<file path="config.mk">
export PLATFORM = sky130hd
export DESIGN_NAME = alu_arbiter
export DESIGN_NICKNAME = d
export VERILOG_FILES = /design/src/rtl/alu_ctrl_pkg.sv /design/src/rtl/rr_arbiter2.sv /design/src/rtl/alu_arbiter.sv
export SDC_FILE = /design/constraint.sdc
export NUM_CORES = 1
export LEC_CHECK = 0
export ABC_AREA = 0
export CORE_ASPECT_RATIO = 2
export CORE_MARGIN = 2
export CORE_UTILIZATION = 40
export DETAILED_ROUTE_END_ITERATION = 8
export DONT_BUFFER_PORTS = 1
export HOLD_SLACK_MARGIN = 0.12
export PLACE_DENSITY = 0.6
export REMOVE_ABC_BUFFERS = 1
export SLEW_MARGIN = 20
export SYNTH_ARGS = -nofsm -noshare
export SYNTH_HDL_FRONTEND = slang
export SYNTH_SLANG_ARGS = --single-unit
</file>
<file path="constraint.sdc">
create_clock -name clk -period 10.6 [get_ports clk]
set_input_delay 1.59 -clock clk [delete_from_list [all_inputs] [get_ports clk]]
set_output_delay 1.59 -clock clk [all_outputs]
set_load 0.005 [all_outputs]
</file>
<file path="src/rtl/alu_ctrl_pkg.sv">
// Shared definitions for the ALU arbiter: opcode values, status-flag bit
// positions and the controller state encoding.
package alu_ctrl_pkg;

  localparam int OP_OR    = 0;
  localparam int OP_AND   = 1;
  localparam int OP_XOR   = 2;
  localparam int OP_ADD   = 3;
  localparam int OP_SUB   = 4;
  localparam int OP_SHIFT = 5;
  localparam int OP_LAST  = 5;

  localparam int FLG_COUT = 0;
  localparam int FLG_NEG  = 1;
  localparam int FLG_ZERO = 2;
  localparam int FLG_PAR  = 3;
  localparam int FLG_OVF  = 4;
  localparam int FLAGS_W  = 5;

  typedef enum logic [1:0] {
    IDLE = 2'd0,
    EXEC = 2'd1,
    RESP = 2'd2
  } ctrlState_t;

endpackage

</file>
<file path="src/rtl/rr_arbiter2.sv">
// Two-way round-robin grant: a lone requester always wins, and on a tie the
// requester that was not granted last time wins.
module rr_arbiter2 (
  input  logic       valid0,
  input  logic       valid1,
  input  logic       lastGrant,
  output logic [1:0] grant
);

  always_comb begin
    grant = 2'b00;
    if (valid0 && valid1) begin
      grant = lastGrant ? 2'b01 : 2'b10;
    end else begin
      grant = {valid1, valid0};
    end
  end

endmodule

</file>
<file path="src/rtl/alu_arbiter.sv">
// Shares one combinational ALU between two requesters: round-robin grant,
// registered operands, captured result/flags, per-requester response port.
module alu_arbiter
  import alu_ctrl_pkg::*;
#(
  parameter int WIDTH = 32,
  parameter int OPW   = 7
) (
  input  logic               clk,
  input  logic               rst,
  input  logic               req0_valid,
  input  logic               req1_valid,
  output logic               req0_ready,
  output logic               req1_ready,
  input  logic [OPW-1:0]     req0_op,
  input  logic [OPW-1:0]     req1_op,
  input  logic [WIDTH-1:0]   req0_a,
  input  logic [WIDTH-1:0]   req0_b,
  input  logic [WIDTH-1:0]   req1_a,
  input  logic [WIDTH-1:0]   req1_b,
  output logic               rsp0_valid,
  output logic               rsp1_valid,
  input  logic               rsp0_ready,
  input  logic               rsp1_ready,
  output logic [WIDTH-1:0]   rsp_data,
  output logic [FLAGS_W-1:0] rsp_flags,
  output logic               rsp_err,
  output logic [WIDTH-1:0]   alu_a,
  output logic [WIDTH-1:0]   alu_b,
  output logic [OPW-1:0]     alu_op,
  input  logic [WIDTH-1:0]   alu_result,
  input  logic               alu_cout,
  input  logic               alu_negative,
  input  logic               alu_zero,
  input  logic               alu_parity,
  input  logic               alu_overflow,
  output logic               busy
);

  ctrlState_t state, nextState;

  logic               lastGrant;
  logic               owner;
  logic [1:0]         arbGrant;
  logic [1:0]         grant;
  logic               rspFire;
  logic [OPW-1:0]     selOp;
  logic [WIDTH-1:0]   selA;
  logic [WIDTH-1:0]   selB;
  logic               selLegal;
  logic [WIDTH-1:0]   aReg;
  logic [WIDTH-1:0]   bReg;
  logic [OPW-1:0]     opReg;
  logic [WIDTH-1:0]   dataReg;
  logic [FLAGS_W-1:0] flagsReg;
  logic               errReg;
  logic [FLAGS_W-1:0] aluFlags;

  rr_arbiter2 u_rrArbiter (
    .valid0    (req0_valid),
    .valid1    (req1_valid),
    .lastGrant (lastGrant),
    .grant     (arbGrant)
  );

  always_comb begin
    selOp    = arbGrant[1] ? req1_op : req0_op;
    selA     = arbGrant[1] ? req1_a  : req0_a;
    selB     = arbGrant[1] ? req1_b  : req0_b;
    selLegal = (selOp <= OPW'(OP_LAST));
  end

  always_comb begin
    aluFlags           = '0;
    aluFlags[FLG_COUT] = alu_cout;
    aluFlags[FLG_NEG]  = alu_negative;
    aluFlags[FLG_ZERO] = alu_zero;
    aluFlags[FLG_PAR]  = alu_parity;
    aluFlags[FLG_OVF]  = alu_overflow;
  end

  always_ff @(posedge clk or posedge rst) begin
    if (rst) begin
      state <= IDLE;
    end else begin
      state <= nextState;
    end
  end

  // Illegal opcodes skip EXEC so the ALU never sees them.
  always_comb begin
    nextState = state;
    grant     = 2'b00;
    rspFire   = 1'b0;
    unique case (state)
      IDLE: begin
        grant = arbGrant;
        if (|arbGrant) begin
          nextState = selLegal ? EXEC : RESP;
        end
      end
      EXEC: nextState = RESP;
      RESP: begin
        rspFire = owner ? rsp1_ready : rsp0_ready;
        if (rspFire) begin
          nextState = IDLE;
        end
      end
      default: nextState = IDLE;
    endcase
  end

  // Pointer resets to 1 so that requester 0 wins the first tie.
  always_ff @(posedge clk or posedge rst) begin
    if (rst) begin
      lastGrant <= 1'b1;
      owner     <= 1'b0;
      aReg      <= '0;
      bReg      <= '0;
      opReg     <= '0;
      dataReg   <= '0;
      flagsReg  <= '0;
      errReg    <= 1'b0;
    end else begin
      unique case (state)
        IDLE: begin
          if (|grant) begin
            owner <= grant[1];
            if (selLegal) begin
              aReg  <= selA;
              bReg  <= selB;
              opReg <= selOp;
            end else begin
              dataReg  <= '0;
              flagsReg <= '0;
              errReg   <= 1'b1;
            end
          end
        end
        EXEC: begin
          dataReg  <= alu_result;
          flagsReg <= aluFlags;
          errReg   <= 1'b0;
        end
        RESP: begin
          if (rspFire) begin
            lastGrant <= owner;
          end
        end
        default: ;
      endcase
    end
  end

  // Ready is masked by reset so every output reads 0 while reset is held.
  assign req0_ready = grant[0] & ~rst;
  assign req1_ready = grant[1] & ~rst;
  assign rsp0_valid = (state == RESP) && !owner;
  assign rsp1_valid = (state == RESP) && owner;
  assign rsp_data   = dataReg;
  assign rsp_flags  = flagsReg;
  assign rsp_err    = errReg;
  assign alu_a      = aReg;
  assign alu_b      = bReg;
  assign alu_op     = opReg;
  assign busy       = (state != IDLE);

endmodule
</file>
==> run_results.csv, run 1 <==
group,metric,value,unit
floorplan,core,13000,um^2
worst_hold_path,hp-start,"alu_b[28]",
final_layout,layout_common_cells,"dfrtp_1, mux2_2, mux2_1",
drt,drt-initial-drc-count,120,
worst_setup_path,crit_path_max_fanout,71,
clock_tree,hold_buffers,0,
global_route,grt_use_met3,0.0517,
drt,finalWirelength,12000,um
timing,slew_headroom,0.426,
timing,min_period,4.30,ns
global_route,use_met1,0.177,
timing,hold_viol,0,
synth,yosysSeqAreaShare,0.532,
synth,ys_ff_latch,113,
worst_setup_path,worst-setup-path-type,"input pin to output port",
timing,setup_slack,6.30,ns
global_route,antenna_found_initial,0,
drt,avgViaCountPerCell,5.70,
global_route,grt_pass1_wl,18500,um
timing,rsz0062_at_grt,"no",
final_layout,drive_above_1_share,0.267,
pwr,leakagePower,0.00259,uW
global_route,grt.overflow.total,0,
timing,slew_viol_final,0,
worst_setup_path,r2r-start,"lastGrant",
worst_hold_path,hold_class,"flip-flop to flip-flop",
clock_tree,cts.path.max_buffers,2,
timing,fmax,233,MHz
timing,fin_skew,0.0106,ns
floorplan,dieWidth,85.6,um
synth,synth.distinct_cells,29,
floorplan,die_h,167,um
clock_tree,clock_latency,0.40,ns
drt,ant_nets,0,
placed_design,dp_worst_setup_slack,5.75,ns
job,drv_cap,0,
placed_design,gp_congestion,0.847,
final_layout,area_growth,13.1,%
clock_tree,clk_pin_slew,0.05,ns
placed_design,dp_hpwl,8880,um
worst_hold_path,holdPathStages,1,
worst_setup_path,start_kind,"input pin",
global_route,grt-busiest-layer,"met2",
final_layout,final_common_cell,"dfrtp_1",
synth,synth_area,5320,um^2
worst_setup_path,critPathLaunch,"req1_valid",
placed_design,port_buffers,0,
timing,post-route-period-util,0.405,
worst_setup_path,cp.required,9.01,ns
clock_tree,cts_tree,"done",
timing,setup_viol,0,
global_route,grtUsageTotal,0.165,
pwr,irDropWorstVdd,0.178,mV
synth,yosys_warnings,0,
floorplan,die_area,14300,um^2
global_route,grt_start_max_net_pins,72,
clock_tree,cts_root_buffer,"clkbuf_16",
placed_design,dp.cells,550,
worst_setup_path,crit_arrival,2.71,ns
clock_tree,cts.sinks,113,
clock_tree,post_cts_resized,0,
final_layout,final_cells,583,
final_layout,final_nets,603,
clock_tree,cts_inserted_buffers,17,
drt,dr.pass1.iters,4,
synth,syn_inst,421,
worst_setup_path,end_kind,"output port",
floorplan,boundaryPins,299,
timing,tns,0,ns
pwr,power_density,243,nW/um^2
final_layout,fill_cells,1171,
clock_tree,cts_setup_buffers,0,
global_route,use_met2,0.294,
drt,vias,3324,
floorplan,num_rows,59,
clock_tree,htree_num_levels,4,
outcome,status,"finished clean",
placed_design,placed_cell_area,5410,um^2
worst_setup_path,rr_worst_depth,6,
global_route,grt_pass1_vias,3523,
drt,wl_per_cell,20.6,um
pwr,power,1460,uW
timing,tightest_slew,0.862,ns
floorplan,initial_core_util,0.409,
synth,syn_area_per_cell,12.6,um^2
final_layout,stdcell_area,6020,um^2
final_layout,n_antenna_cell,0,
drt,post-route-drc-count,0,
==> registers in the layout (all words and copies together), names as in the netlist <==
| register | count |
|---|---|
| alu_op | 7 |
| lastGrant | 1 |
| state | 2 |
| rsp_err | 1 |
| rsp_data | 32 |
| owner | 1 |
| alu_b | 32 |
| alu_a | 32 |
| rsp_flags | 5 |
==> path summary, 6_finish.rpt <==
kind	slack, ns	to
worst max-delay path	6.30	req1_ready
worst min-delay path	0.51	alu_b[28]
worst max register to register	7.61	alu_a[21]
worst min register to register	0.51	alu_b[28]
max in group asynchronous	8.20	alu_b[17]
min in group asynchronous	1.11	rsp_data[31]
==> cell usage after synthesis <==
cell	n	area [um^2]
inv_1	41	154
a21o_1	1	7.51
and2_1	1	6.26
or2_2	2	12.5
clkbuf_1	15	56.3
o2bb2ai_1	1	8.76
a21boi_1	2	15.0
buf_6	7	78.8
mux2i_1	1	10.0
mux2_2	70	788
a22o_1	1	8.76
nor2b_1	7	43.8
buf_4	1	7.51
or4_1	1	7.51
buf_2	4	20.0
dfstp_2	1	26.3
nor4_1	1	6.26
a22oi_1	37	278
a21oi_1	2	10.0
nand2_1	2	7.51
nand3_1	1	5.00
a211o_1	1	8.76
nor3b_1	1	7.51
dfrtp_1	112	2800
o21ai_0	35	175
nor3_1	2	10.0
mux2_1	65	732
o21ai_1	3	15.0
nor2_1	3	11.3
==> metal layers <==
layer / vias to the layer above / wire [um]
met5: - / 0
met4: 0 / 298
met3: 19 / 824
met2: 178 / 6640
met1: 1650 / 4250
li1: 1477 / -
==> stage by stage <==
stage                      util  hold WS (ns)
after CTS                 0.461         0.517
after global placement    0.416         0.497
final                     0.463         0.512
after global routing      0.463         0.538
after floorplan               -         0.483
after detailed placement  0.416         0.505
==> worst max-delay path, stage by stage <==
cell	delay (ns)
a21boi_4	0.13
buf_4	0.66
nor3b_1	0.32
==> layout make-up <==
| cell class | instances | area, um^2 | share of cell area |
|---|---|---|---|
| sequential | 113 | 2830 | 0.470 |
| multi-input combinational | 240 | 2200 | 0.366 |
| clock buffer | 17 | 425 | 0.0707 |
| tap | 152 | 190 | 0.0316 |
| clock inverter | 15 | 159 | 0.0264 |
| inverter | 41 | 156 | 0.0260 |
| timing repair buffer | 5 | 57.6 | 0.00956 |
==> power by group <==
part           total, uW  internal [uW]  leakage, uW  switching, uW
Combinational        221            120     0.000829            100
Clock                556            348     0.000280            208
Sequential           684            569      0.00148            115
==> cell families after synthesis <==
group	Yosys count	synth area share
multiplexers	136	0.288
flip-flops	113	0.532
AO/OA/AOI/OAI	83	0.0990
buffers and inverters	68	0.0595
AND/OR/NAND/NOR	21	0.0221
(Power assumes the default switching activity.)
==> run 2: changes to the inputs <==
--- a/config.mk
+++ b/config.mk
@@ -12,7 +12,7 @@
 export DETAILED_ROUTE_END_ITERATION = 8
 export DONT_BUFFER_PORTS = 1
 export HOLD_SLACK_MARGIN = 0.12
-export PLACE_DENSITY = 0.6
+export PLACE_DENSITY = 0.62
 export REMOVE_ABC_BUFFERS = 1
 export SLEW_MARGIN = 20
 export SYNTH_ARGS = -nofsm -noshare
==> constraint.sdc (replaced) <==
create_clock -name clk -period 3.5 [get_ports clk]
set_input_delay 0.525 -clock clk [delete_from_list [all_inputs] [get_ports clk]]
set_output_delay 0.525 -clock clk [all_outputs]
set_load 0.005 [all_outputs]
==> run 2 against run 1 <==
  * Clock power rose to 3.1 times the previous value
  * Die area did not move
  * Combinational power grew to 3.0 times the previous value
  * Largest power group unchanged
  * Critical path type is now flip-flop to output port
  * Flip-flop and latch count unchanged
==> run_results.csv, run 2 (same netlist as run 1, synthesis figures left out) <==
group,metric,value,unit
outcome,status,"finished clean",
final_layout,drive_above_1_share,0.267,
drt,dr.pass1.iters,5,
pwr,power_frac_clock,0.382,
floorplan,core,13000,um^2
worst_setup_path,cp.required,2.97,ns
pwr,leakagePower,0.00258,uW
clock_tree,cts_root_buffer,"clkbuf_16",
worst_setup_path,r2r_slack,1.22,ns
drt,finalWirelength,11900,um
clock_tree,clk_pin_slew,0.06,ns
placed_design,port_buffers,0,
worst_setup_path,cpPeakStageDelay,0.67,ns
timing,slew_viol_final,0,
pwr,swShare,0.290,
pwr,irDropWorstVdd,0.424,mV
drt,drt-initial-drc-count,102,
global_route,grt.overflow.total,0,
timing,fin_skew,0.00867,ns
worst_setup_path,worst-setup-path-type,"flip-flop to output port",
drt,wl_per_cell,20.4,um
placed_design,gp_congestion,0.831,
clock_tree,post_cts_resized,0,
pwr,power_density,739,nW/um^2
global_route,antenna_found_initial,0,
pwr,power,4450,uW
pwr,p_int,3160,uW
worst_setup_path,crit_path_max_fanout,64,
pwr,switchingPower,1290,uW
worst_hold_path,hold_class,"input pin to async pin",
pwr,seqPwrFrac,0.468,
floorplan,die_h,167,um
drt,met1_length,4120,um
clock_tree,cts_tree,"done",
drt,dr_wl_met3,822,um
final_layout,area_growth,13.2,%
timing,setup_viol,0,
drt,dr.max_layer_used,"met4",
timing,tightest_slew,0.760,ns
drt,ant_nets,0,
timing,post-route-period-util,0.770,
final_layout,layout_common_cells,"dfrtp_1, mux2_2, mux2_1",
worst_setup_path,crit_family,"buffers and inverters",
worst_setup_path,rr_worst_depth,4,
timing,slew_headroom,0.493,
worst_setup_path,rr_endpoint,"alu_a[23]",
worst_setup_path,slowest_stage,"buf_4",
worst_setup_path,critical_path.cell_chain,"a21boi_4, buf_4, nor3b_1",
floorplan,boundaryPins,299,
clock_tree,cts.sinks,113,
global_route,grtUsageTotal,0.163,
worst_setup_path,crit_arrival,2.17,ns
clock_tree,cts.path.max_buffers,2,
timing,fmax,371,MHz
final_layout,final_nets,603,
floorplan,initial_core_util,0.409,
placed_design,dp.cells,551,
global_route,grt_pass1_vias,3303,
pwr,combPwrFrac,0.151,
placed_design,dp_hpwl,8840,um
timing,min_period,2.70,ns
worst_setup_path,r2r-start,"lastGrant",
timing,hold_viol,0,
final_layout,n_antenna_cell,0,
timing,rsz0062_at_grt,"no",
clock_tree,htree_num_levels,4,
final_layout,fill_cells,1178,
worst_setup_path,end_kind,"output port",
clock_tree,hold_buffers,0,
floorplan,num_rows,59,
final_layout,final_cells,583,
floorplan,die_area,14300,um^2
floorplan,dieWidth,85.6,um
final_layout,final_common_cell,"dfrtp_1",
worst_setup_path,crit_buf_inv,1,
global_route,grt_start_max_net_pins,86,
worst_setup_path,start_kind,"flip-flop",
drt,post-route-drc-count,0,
job,drv_cap,0,
global_route,grt_pass1_wl,18000,um
drt,avgViaCountPerCell,5.65,
clock_tree,cts_inserted_buffers,17,
drt,route.met2.wl,6600,um
clock_tree,cts_setup_buffers,0,
drt,vias,3292,
clock_tree,clock_latency,0.40,ns
run 2: power groups by stage:
stage	logic (uW)	clock network (uW)	registers, uW
after floorplan	580	0	1970
after global placement	652	0	2110
after detailed placement	685	0	2120
after CTS	687	1750	2100
after global routing	749	1810	2140
final	670	1700	2080
run 2: layout make-up:
type / count / area, um^2 / share of cell area
timing repair buffer: 5 / 50.0 / 0.00831
tap: 152 / 190 / 0.0316
clock buffer: 18 / 439 / 0.0729
clock inverter: 14 / 156 / 0.0260
sequential: 113 / 2830 / 0.470
inverter: 41 / 159 / 0.0264
multi-input combinational: 240 / 2200 / 0.365
run 2: worst max path at each step:
| stage | slack [ns] | cells past startpoint | startpoint | end |
|---|---|---|---|---|
| after floorplan | -4.86 | 4 | req1_valid | alu_a[20] |
| after global placement | 1.06 | 3 | req1_valid | req1_ready |
| after detailed placement | 1.04 | 4 | req0_op[4] | state[1] |
| after CTS | 0.75 | 3 | lastGrant | req1_ready |
| after global routing | 0.66 | 3 | lastGrant | req1_ready |
| final | 0.80 | 3 | lastGrant | req1_ready |
run 2: per-stage QoR:
step | setup WS [ns] | area (um^2) | util | setup TNS (ns) | hold slack (ns)
finish | 0.804 | 6020 | 0.464 | 0 | 0.118
global route | 0.660 | 6020 | 0.464 | 0 | 0.171
CTS | 0.748 | 6020 | 0.463 | 0 | 0.256
detailed placement | 1.04 | 5430 | 0.418 | 0 | 0.504
global placement | 1.06 | 5430 | 0.418 | 0 | 0.498
floorplan | -4.86 | 5160 | - | -400.59 | 0.483
run 2: routing by layer:
metal  vias to the layer above  track usage
li1                       1486            -
met1                      1612        0.171
met2                       170        0.289
met3                        24       0.0527
met4                         0       0.0780
met5                         -            0
==> RTL edit (settings of run 2) <==
Set the parameter `OPW` to 14 (it was 7).
--- a/src/rtl/alu_arbiter.sv
+++ b/src/rtl/alu_arbiter.sv
@@ -6,3 +6,3 @@
   parameter int WIDTH = 32,
-  parameter int OPW   = 7
+  parameter int OPW   = 14
 ) (
Ports: changed (resized alu_op, req0_op and req1_op); port bits go from 299 to 320. No check against the original RTL was run, so the function may have changed too.
==> RTL edit against run 2 <==
  * Synthesized area rose by 5.6%
  * Via count rose by 8.6%
  * Sequential power fell by 30%
  * Largest power group is now the clock network
  * Sequential cell count rose by 7
  * Design area rose by 7.5%
  * Total power fell by 15%
  * Wire length rose by 12%
  * Critical path type unchanged
  * Worst setup slack got worse by 57 ps
  * Synthesized cell count rose by 8.8%
  * Largest cell class unchanged
==> RTL edit: results (changes against run 2) <==
| Metric | Value |
|---|---|
| Total wire length | 13.36 mm (+12%) |
| Synth Area in Compound Gates | 9.528% (-0.37 points) |
| Outcome | complete, no violations |
| 1st-pass router iterations | 4 (-1) |
| Via count | 3574 (+8.6%) |
| Met3 wire len | 1.105 mm (+34%) |
| Met1 wire length | 4.601 mm (+12%) |
| CP Data Arrival Time | 2230 ps (+60 ps) |
| Delay of the slowest critical-path stage | 640 ps (-30 ps) |
| Dpl ws | 1009 ps (-34.04 ps) |
| Post-CTS Hold Fix Bufs | 1 (+1) |
| Most instantiated cells after synthesis | mux2_2, dfrtp_1, inv_1 |
| Synth Instances | 458 (+8.8%) |
| Register area share after synthesis | 53.45% (+0.28 points) |
| Cell Area, Placed | 5808 sq um (+7.1%) |
| Dpl cells | 625 (+13%) |
| Synth cell types | 26 (-10%) |
| Worst Skew | 14.26 ps (+5.596 ps) |
| Routed met2 length | 7.367 mm (+12%) |
| Worst vdd ir | 0.3091 mV (-27%) |
| Global-route wire length before repair | 19.45 mm (+8.2%) |
| Placer Congestion | 0.8603 (+3.6%) |
| Vias in the first global route | 3720 (+13%) |
| Critical-path maximum fanout | 61 (-4.7%) |
| Dpl hpwl | 9.793 mm (+11%) |
| Crit-path slowest cell | buf_4 |
| Largest net degree at the start of global routing | 62 (-28%) |
| Worst hold path class | input pin to register |
| Final net count | 655 (+8.6%) |
| Tot GR Track Use | 17.23% (+0.91 points) |
| DR iter-0 viols | 190 (+86%) |
| Main area contributors after synthesis | dfrtp_1, mux2_2, a22oi_1 |
| Vias per cell | 5.432 (-3.8%) |
| Leak | 2.907 nW (+12%) |
| Share of cells above drive strength 1 | 38.17% (+11 points) |
| Mux contribution to synthesized area | 27.74% (-1.0 points) |
| Slew @ Worst Pin | 745.7 ps (-14.62 ps) |
| Post-Synth Adder-Cell Area | 0% (unchanged) |
RTL edit: changes by cell type after synthesis, sizes merged, moves of 3 or more:
cell	before	now
nand2	2	5
nor2	3	16
inv	41	52
a22o	1	4
dfrtp	112	119
nor2b	7	3
nor4	1	6
RTL edit: worst paths after layout:
kind	from	to	slack, ps	cells after the start
worst min register to register	alu_op[5]	alu_op[5]	530	2
min in group asynchronous	rst	alu_a[15]	580	2
max in group asynchronous	rst	rsp_data[3]	1980	3
worst max register to register	lastGrant	alu_a[30]	1170	4
worst max-delay path	lastGrant	req1_ready	750	3
worst min-delay path	alu_result[10]	rsp_data[10]	270	2
RTL edit: logic make-up after synthesis:
group                  after synthesis
AOI/OAI and AO/OA                   83
DFF                                120
buffers and inverters               81
and+or+nand+nor                     38
muxes                              136
RTL edit: layer usage:
metal	up-vias	GRT usage [%]
met1	1728	18.23
met2	239	30.93
met4	0	7.893
met3	20	4.702
li1	1587	-
met5	-	0
RTL edit: where the power goes:
part | total (mW) | switching (mW) | internal, mW
registers | 1.45 | 0.0345 | 1.42
logic | 0.392 | 0.211 | 0.181
clock network | 1.95 | 0.656 | 1.29
total | 3.79 | 0.901 | 2.89
RTL edit: area by class of cell:
cell class / count / area (sq um)
clock buffers: 19 / 442.9
clock inverters: 13 / 217.7
fillers: 1253 / 7336
inverters: 52 / 197.7
multi-input cells: 257 / 2305
flip-flops and latches: 120 / 3004
well taps: 189 / 236.5
repair buffers: 8 / 75.07
